--- src/rtl/uoram_client_adapter.sv ---
// uoram_client_adapter: block-level client front end for the unified ORAM frontend.
// Takes one whole-block request at a time. The request is range-checked locally.
// For an in-range request the adapter issues the command, then serializes a write
// block into FEDWidth chunks, or reassembles a read block from the returned chunks.
module uoram_client_adapter #(
  parameter int ORAMB         = 512,
  parameter int FEDWidth      = 64,
  parameter int ORAMU         = 32,
  parameter int NumValidBlock = 1024,
  parameter int BECMDWidth    = 2,
  parameter int DMWidth       = (ORAMB + FEDWidth - 1) / FEDWidth
) (
  input  logic                  Clock,
  input  logic                  Reset,
  output logic                  ReqReady,
  input  logic                  ReqValid,
  input  logic [BECMDWidth-1:0] ReqCmd,
  input  logic [ORAMU-1:0]      ReqAddr,
  input  logic [DMWidth-1:0]    ReqMask,
  input  logic [ORAMB-1:0]      ReqData,
  input  logic                  RespReady,
  output logic                  RespValid,
  output logic [ORAMB-1:0]      RespData,
  output logic                  RespError,
  input  logic                  CmdOutReady,
  output logic                  CmdOutValid,
  output logic [BECMDWidth-1:0] CmdOut,
  output logic [ORAMU-1:0]      ProgAddrOut,
  output logic [DMWidth-1:0]    WMaskOut,
  input  logic                  DataOutReady,
  output logic                  DataOutValid,
  output logic [FEDWidth-1:0]   DataOut,
  output logic                  ReturnDataReady,
  input  logic                  ReturnDataValid,
  input  logic [FEDWidth-1:0]   ReturnData,
  output logic                  ErrorOutOfRange
);

  localparam int Chunks = (ORAMB + FEDWidth - 1) / FEDWidth;
  localparam int BW     = Chunks * FEDWidth;
  localparam int CW     = $clog2(Chunks) + 1;

  // Command encodings shared with the frontend
  localparam logic [BECMDWidth-1:0] BECMD_Update  = BECMDWidth'(0);
  localparam logic [BECMDWidth-1:0] BECMD_Append  = BECMDWidth'(1);
  localparam logic [BECMDWidth-1:0] BECMD_Read    = BECMDWidth'(2);
  localparam logic [BECMDWidth-1:0] BECMD_ReadRmv = BECMDWidth'(3);

  typedef enum logic [2:0] {ST_IDLE, ST_CMD, ST_DATA, ST_WAIT, ST_RESP} state_t;

  state_t                  state_q, state_d;
  logic [CW-1:0]           cnt_q, cnt_d;
  logic [BECMDWidth-1:0]   cmd_q, cmd_d;
  logic [ORAMU-1:0]        addr_q, addr_d;
  logic [DMWidth-1:0]      mask_q, mask_d;
  logic [ORAMB-1:0]        blk_q, blk_d;
  logic [BW-1:0]           rbuf_q, rbuf_d;
  logic                    resp_err_q, resp_err_d;
  logic                    oor_q, oor_d;
  logic                    req_ready_q, req_ready_d;
  logic                    cmd_valid_q, cmd_valid_d;
  logic                    data_valid_q, data_valid_d;
  logic                    ret_ready_q, ret_ready_d;
  logic                    resp_valid_q, resp_valid_d;

  logic                    req_fire, cmd_fire, data_fire, ret_fire, resp_fire;
  logic                    last_chunk;
  logic [BW-1:0]           blk_padded;
  logic [FEDWidth-1:0]     data_out;

  function automatic logic is_read(input logic [BECMDWidth-1:0] c);
    return (c == BECMD_Read) || (c == BECMD_ReadRmv);
  endfunction

  assign req_fire   = req_ready_q && ReqValid;
  assign cmd_fire   = cmd_valid_q && CmdOutReady;
  assign data_fire  = data_valid_q && DataOutReady;
  assign ret_fire   = ret_ready_q && ReturnDataValid;
  assign resp_fire  = resp_valid_q && RespReady;
  assign last_chunk = (cnt_q == CW'(Chunks - 1));

  // Select the outgoing write chunk; the block is zero-padded to a whole number of chunks
  always_comb begin
    blk_padded            = '0;
    blk_padded[ORAMB-1:0] = blk_q;
    data_out              = '0;
    for (int i = 0; i < Chunks; i++) begin
      if (cnt_q == CW'(i)) data_out = blk_padded[i*FEDWidth +: FEDWidth];
    end
  end

  // Next-state and next-output computation for the request sequencer
  always_comb begin
    state_d    = state_q;
    cnt_d      = cnt_q;
    cmd_d      = cmd_q;
    addr_d     = addr_q;
    mask_d     = mask_q;
    blk_d      = blk_q;
    rbuf_d     = rbuf_q;
    resp_err_d = resp_err_q;
    oor_d      = oor_q;
    case (state_q)
      ST_IDLE: begin
        if (req_fire) begin
          cmd_d  = ReqCmd;
          addr_d = ReqAddr;
          mask_d = ReqMask;
          blk_d  = ReqData;
          if (ReqAddr >= ORAMU'(NumValidBlock)) begin
            // Out-of-range: never reaches the frontend; reads get an error response, writes vanish
            oor_d = 1'b1;
            if (is_read(ReqCmd)) begin
              rbuf_d     = '0;
              resp_err_d = 1'b1;
              state_d    = ST_RESP;
            end
          end else begin
            state_d = ST_CMD;
          end
        end
      end
      ST_CMD: begin
        if (cmd_fire) state_d = is_read(cmd_q) ? ST_WAIT : ST_DATA;
      end
      ST_DATA: begin
        if (data_fire) begin
          if (last_chunk) begin
            cnt_d   = '0;
            state_d = ST_IDLE;
          end else begin
            cnt_d = cnt_q + CW'(1);
          end
        end
      end
      ST_WAIT: begin
        if (ret_fire) begin
          for (int i = 0; i < Chunks; i++) begin
            if (cnt_q == CW'(i)) rbuf_d[i*FEDWidth +: FEDWidth] = ReturnData;
          end
          if (last_chunk) begin
            cnt_d      = '0;
            resp_err_d = 1'b0;
            state_d    = ST_RESP;
          end else begin
            cnt_d = cnt_q + CW'(1);
          end
        end
      end
      ST_RESP: begin
        if (resp_fire) state_d = ST_IDLE;
      end
      default: state_d = ST_IDLE;
    endcase
    // Handshake outputs are registered copies of the next-state decode
    req_ready_d  = (state_d == ST_IDLE);
    cmd_valid_d  = (state_d == ST_CMD);
    data_valid_d = (state_d == ST_DATA);
    ret_ready_d  = (state_d == ST_WAIT);
    resp_valid_d = (state_d == ST_RESP);
  end

  // Single state register; reset abandons any in-flight request
  always_ff @(posedge Clock or negedge Reset) begin
    if (!Reset) begin
      state_q      <= ST_IDLE;
      cnt_q        <= '0;
      cmd_q        <= '0;
      addr_q       <= '0;
      mask_q       <= '0;
      blk_q        <= '0;
      rbuf_q       <= '0;
      resp_err_q   <= 1'b0;
      oor_q        <= 1'b0;
      req_ready_q  <= 1'b0;
      cmd_valid_q  <= 1'b0;
      data_valid_q <= 1'b0;
      ret_ready_q  <= 1'b0;
      resp_valid_q <= 1'b0;
    end else begin
      state_q      <= state_d;
      cnt_q        <= cnt_d;
      cmd_q        <= cmd_d;
      addr_q       <= addr_d;
      mask_q       <= mask_d;
      blk_q        <= blk_d;
      rbuf_q       <= rbuf_d;
      resp_err_q   <= resp_err_d;
      oor_q        <= oor_d;
      req_ready_q  <= req_ready_d;
      cmd_valid_q  <= cmd_valid_d;
      data_valid_q <= data_valid_d;
      ret_ready_q  <= ret_ready_d;
      resp_valid_q <= resp_valid_d;
    end
  end

  assign ReqReady        = req_ready_q;
  assign CmdOutValid     = cmd_valid_q;
  assign CmdOut          = cmd_q;
  assign ProgAddrOut     = addr_q;
  assign WMaskOut        = mask_q;
  assign DataOutValid    = data_valid_q;
  assign DataOut         = data_out;
  assign ReturnDataReady = ret_ready_q;
  assign RespValid       = resp_valid_q;
  assign RespData        = rbuf_q[ORAMB-1:0];
  assign RespError       = resp_err_q;
  assign ErrorOutOfRange = oor_q;

endmodule

--- config.mk ---
export PLATFORM = sky130hd
export DESIGN_NAME = uoram_client_adapter
export DESIGN_NICKNAME = d
export VERILOG_FILES = /design/src/rtl/uoram_client_adapter.sv
export SDC_FILE = /design/constraint.sdc
export NUM_CORES = 2
export LEC_CHECK = 0
export ABC_AREA = 1
export BUFFER_PORTS_ARGS = -buffer_cell sky130_fd_sc_hd__buf_2
export CORE_AREA = 2 2 492 494
export CTS_CLUSTER_DIAMETER = 30
export DETAILED_ROUTE_END_ITERATION = 6
export DIE_AREA = 0 0 494 496
export PLACE_DENSITY = 0.39
export RECOVER_POWER = 25
export SLEW_MARGIN = 0
export SYNTH_ARGS = -nofsm -noshare
export SYNTH_HDL_FRONTEND = slang
export SYNTH_SLANG_ARGS = --single-unit
--- constraint.sdc ---
create_clock -name Clock -period 2.7 [get_ports Clock]
set_clock_uncertainty 0.15 [all_clocks]
set_input_delay 0.27 -clock Clock [delete_from_list [all_inputs] [get_ports Clock]]
set_output_delay 0.27 -clock Clock [all_outputs]
set_load 0.03 [all_outputs]
Yosys cells after proc, flatten, opt, wreduce, memory -nomap -nowiden
Index checks and enable logic that the tools add are counted.
- output and inout bits: 625
- input bits: 625
- register bits: 1080
- logic and storage cells: 120
- equal/unequal tests: 32
- reduce and logical (&&, ||, !) cells: 23
- add/subtract/negate cells: 1
- order comparisons: 1
- multiplexer cells: 42
- operators by type and width (kind ; number):
    512-bit 2-to-1 mux ; 4
    64-bit 2-to-1 mux ; 16
    512-bit case mux with 2 select lines ; 1
    6-bit AND reduction ; 8
    32-bit by 11-bit greater-or-equal comparator with 1-bit output (second input constant) ; 1
    3-bit 2-to-1 mux ; 9
    2-bit inequality test (second input constant) ; 13
    4-bit by 3-bit equality test with 1-bit output (second input constant) ; 4
    3-bit case mux with 5 select lines ; 1
    3-bit by 2-bit equality test with 1-bit output (second input constant) ; 4
    4-bit 2-to-1 mux ; 3
    2-bit equality test (second input constant) ; 4
    4-bit by 2-bit equality test with 1-bit output (second input constant) ; 2
    4-bit case mux with 2 select lines ; 1
    3-bit by 1-bit equality test with 1-bit output (second input constant) ; 2
    3-bit equality test (second input constant) ; 2
    3-bit logical NOT ; 2
    1-bit 2-to-1 mux ; 6
    3-bit AND reduction ; 2
    1-bit logical AND ; 5
    4-bit by 1-bit adder with 4-bit output (second input constant) ; 1
    4-bit by 1-bit equality test with 1-bit output (second input constant) ; 1
    4-bit logical NOT ; 1
    2-bit nonzero test ; 2
    3 further kinds ; 4

Depth between registers and ports, before layout
- depth after elaboration: 9
- depth in mapped cells: 13
- mapped depth without buffers: 12

Worst setup path before layout
OpenSTA, ideal clock, no wires.
- path kind: flip-flop to output port
- from: reg cnt_q[1]
- to: out DataOut[58]
- data required time: 2.280 ns
- stages on the path, launching flop included: 14
- path slack: 0.388 ns
- arrival: 1.892 ns
- cell sequence: dfrtp_1 inv_1 ha_1 inv_2 nor2_2 clkbuf_1 nand2_1 nand3_1 nand2_1 nand2_1 nand2_1 nand2_1 nand2_1 nand2_1
- word-level cells in the longest chain between the ends: 9
- elaborated cells on any way between the ends: 16
- ends and longest elaborated chain (item ; line ; source):
    start: declaration ; 52 ; logic [CW-1:0] cnt_q, cnt_d;
    start signal: assignment ; 182 ; cnt_q <= cnt_d;
    4-bit logical NOT ; 88 ; if (cnt_q == CW'(i)) data_out = blk_padded[i*FEDWidth +: FEDWidth];
    64-bit 2-to-1 mux (7 in series) ; 88 ;
    64-bit 2-to-1 mux (*) ; 88 ;
    end: declaration ; 32 ; output logic [FEDWidth-1:0] DataOut,
Mark *: on every way between the ends. The rest lies on a longest branch, timed or not.

Final worst setup path
- from: reg cnt_q[1]
- to: out DataOut[26]
Same word-level chain as after synthesis.

==> metrics.cfg <==
[global_route]
grt.overflow.total = 0
grt_pass1_vias = 47296
grt_pass1_wl_um = 337000
grt_antenna_before_repair = 41
track_usage_pct = 18.9
grt_max_degree = 97

[clock_tree]
clk_pin_slew_ns = 0.04
cts_root_buf = clkbuf_16
cts_num_sinks = 1080
htree_num_levels = 5
cts_tree = built
ctsLongestPathBuffers = 4
clock_latency_ns = 0.86
cts_made_buffers = 330

[critical_path]
critPathKind = reg -> out
crit_chain = buf_4, ha_2, nand2_8, buf_4, clkbuf_16, o21ai_0, inv_1, nand2_4, nand2_4, nand2_2, nand2_1, nand2_1, buf_6
critPathMaxFanout = 15
cp_slowest_cell = dfrtp_1
crit_buf_inv = 5
cp.depth = 13
crit_family = buffers and inverters
cp_data_required_time_ns = 2.28
crit_arrival_ns = 2.98
endpoint_kind = primary output
reg2reg_depth = 12
crit_path_start_kind = flip-flop
slowest_delay_ns = 0.37

[finish]
final_core_util_pct = 34.7
regArea_mm2 = 0.0270
syn_to_final_growth_pct = 83.4
nNetsFinal = 8144
nFillCells = 24437
final_cell_area_mm2 = 0.0831
multi_input_area_mm2 = 0.0173
drive_gt1_share_pct = 36.4

[worst_hold_path]
worstHoldPathType = in -> reg
hold_depth = 4

[yosys]
ys_warn_count = 0
synth_xor_area_share_pct = 0.0386
postSynthAreaPerCell_um2 = 9.35
yosysTopAreaCell = dfrtp_1
synthMuxAreaShare_pct = 7.18
synth.area.top_cells = dfrtp_1 60%, nand2_1 12%, o21ai_0 5.8%, o21ai_1 4.9%, mux2_2 4.7%
synth-compound-area-share_pct = 12.3
yosys.area_share.simple_pct = 13.5
synth_top_area_share_pct = 59.6
syn-num-nets = 5475
synth_top_family_by_area = simple AND/OR/NAND/NOR gates
synth_adder_area_share_pct = 0.110
yosysSeqAreaShare_pct = 59.6
ys_ff_latch = 1080
synth_cell_types = 31
syn_inst = 4846
syn_area_mm2 = 0.0453

[timing]
setup_violations = 64
period_minus_slack_ns = 3.40
worst_pin_slew_ns = 1.41
rsz0062_at_grt = yes
setup_ws_ns = -0.702
fin_crit_sh_pct = 126
final_hold_viol_count = 0
drv_slew = 0
max_freq_mhz = 294
relSlewSlack_pct = 5.78

[placed_design]
dpl-instance-area_mm2 = 0.0579
dpl_worst_slack_ns = -0.116
gp_congestion = 0.893
dp_hpwl_um = 174000
io_buffer_count = 1249

[floorplan]
die_area_mm2 = 0.245
die_h_um = 496
core.rowCount = 180
initial_core_util_pct = 18.9
pin_count = 1250
fp.coreArea_mm2 = 0.240
die_w_um = 494

[route]
wl_per_cell_um = 22.1
vias = 45843
route.detailed.drc = 0
wirelength_um = 242000
ant_nets = 0
drt_iter0_markers = 2854
dr.pass1.iters = 5
vias_per_cell = 4.18

[pwr]
ir_drop_mv = 0.675
power.density_mw_per_mm2 = 965
leakagePower_nw = 40.1

[flow_run]
maxCapViolCount = 0

[run_status]
outcome = complete, but fails checks
failed_checks = negative setup slack

-- report_power, final --
part / leakage [nW] / internal (mW) / switching, mW
Clock: 5.58 / 27.8 / 11.2
Combinational: 20.6 / 7.37 / 10.8
Sequential: 14.0 / 20.5 / 2.53
Total: 40.1 / 55.6 / 24.6
-- layout by cell type (no fill, tap or decap), types with 37 or more instances in the layout --
cell type,n
buf_12,95
o21ai_1,476
mux2_1,100
buf_6,99
nand2_1,1064
a21oi_1,81
clkbuf_8,79
nand3_1,83
nand2_2,208
dlygate4sd3_1,1016
buf_4,181
clkbuf_1,53
o21ai_0,466
buf_2,1186
clkbuf_16,344
bufinv_16,37
nand2_4,108
inv_1,465
nand3_2,51
dfrtp_1,1080
mux2_2,189
clkinv_2,65
-- flip-flops by register name (all words and copies together), names as in the netlist, 2 cells and up --
register / count
blk_padded: 512
state_q: 3
CmdOut: 2
RespData: 512
cnt_q: 4
ProgAddrOut: 32
WMaskOut: 8
-- cells in the mapped netlist --
cell type	number
nor2_2	4
inv_2	11
ha_1	4
nand3_2	1
nand3_1	139
mux2_2	189
o21ai_0	522
nand4_1	8
and2_1	1
and2_0	1
nand2_1	1391
nor2_1	27
o21ai_2	1
xor2_1	2
dfrtp_1	1080
mux2_1	100
o22ai_1	1
a211oi_1	1
o21ai_1	440
buf_2	168
o21a_1	8
nor3_1	3
nand2_2	1
o211ai_1	1
a21oi_1	128
a21o_1	1
buf_4	26
a31oi_1	2
clkbuf_1	113
buf_6	1
inv_1	471
-- layout make-up --
| class | instances | share of cell area, % |
|---|---|---|
| Tap cell | 3185 | 4.79 |
| Multi-Input combinational cell | 2976 | 20.8 |
| Inverter | 482 | 2.23 |
| Sequential cell | 1080 | 32.5 |
| Timing Repair Buffer | 2645 | 26.0 |
| Clock inverter | 123 | 2.05 |
| Clock buffer | 454 | 11.5 |
| Antenna cell | 23 | 0.0692 |
-- what timing repair did --
action	in CTS	in global routing
cloned	17	12
setup buffers	33	34
hold buffers	1017	0
endpoints found under the hold margin	2010	0
gates resized for setup	622	283
endpoints found under the setup margin	102	75
pin swaps	122	182
-- final timing paths --
| check | start | slack [ns] | to |
|---|---|---|---|
| setup reg to reg | cnt_q[1]$_DFFE_PN0P_ | 0.17 | RespData[120]$_DFFE_PN0P_ |
| hold reg to reg | ErrorOutOfRange$_DFFE_PN0P_ | 0.30 | ErrorOutOfRange$_DFFE_PN0P_ |
| max in group asynchronous | Reset | 0.12 | RespData[96]$_DFFE_PN0P_ |
| min in group asynchronous | Reset | 0.77 | blk_padded[473]$_DFFE_PN0P_ |
| hold / removal | ReqData[442] | 0.06 | blk_padded[442]$_DFFE_PN0P_ |
| setup / recovery | cnt_q[1]$_DFFE_PN0P_ | -0.70 | DataOut[26] |
-- metrics by stage --
stage	TNS (ns)	power, mW	std cells	hold slack, ns
final	-36.97	80.2	10968	0.0626
after global routing	-55.48	83.7	10964	0.0209
after CTS	-42.41	80.8	10912	0.000122
after detailed placement	-3.90	39.0	9276	0.100
after global placement	-3.24	39.0	9276	0.103
after floorplan	0	31.7	4846	-0.176
-- tightest hold or removal path, delay by kind of cell --
family | cells | cell delay [ns]
AOI/OAI and AO/OA | 1 | 0.07
buffers and inverters | 2 | 0.63
and+or+nand+nor | 1 | 0.07
-- logic make-up after synthesis --
kind of cell / Yosys count
buf+inv: 790
simple gates: 1576
mux: 289
compound gates: 1105
flops: 1080
fa+ha+maj: 4
xor+xnor: 2
-- metal layers --
metal  track usage, %  part of all wire, %
met5                0                0.095
met4             8.55                  4.7
met3             4.49                  6.1
met2             34.0                   51
met1             21.1                   38
No activity file was read; power rests on OpenSTA's default activity.
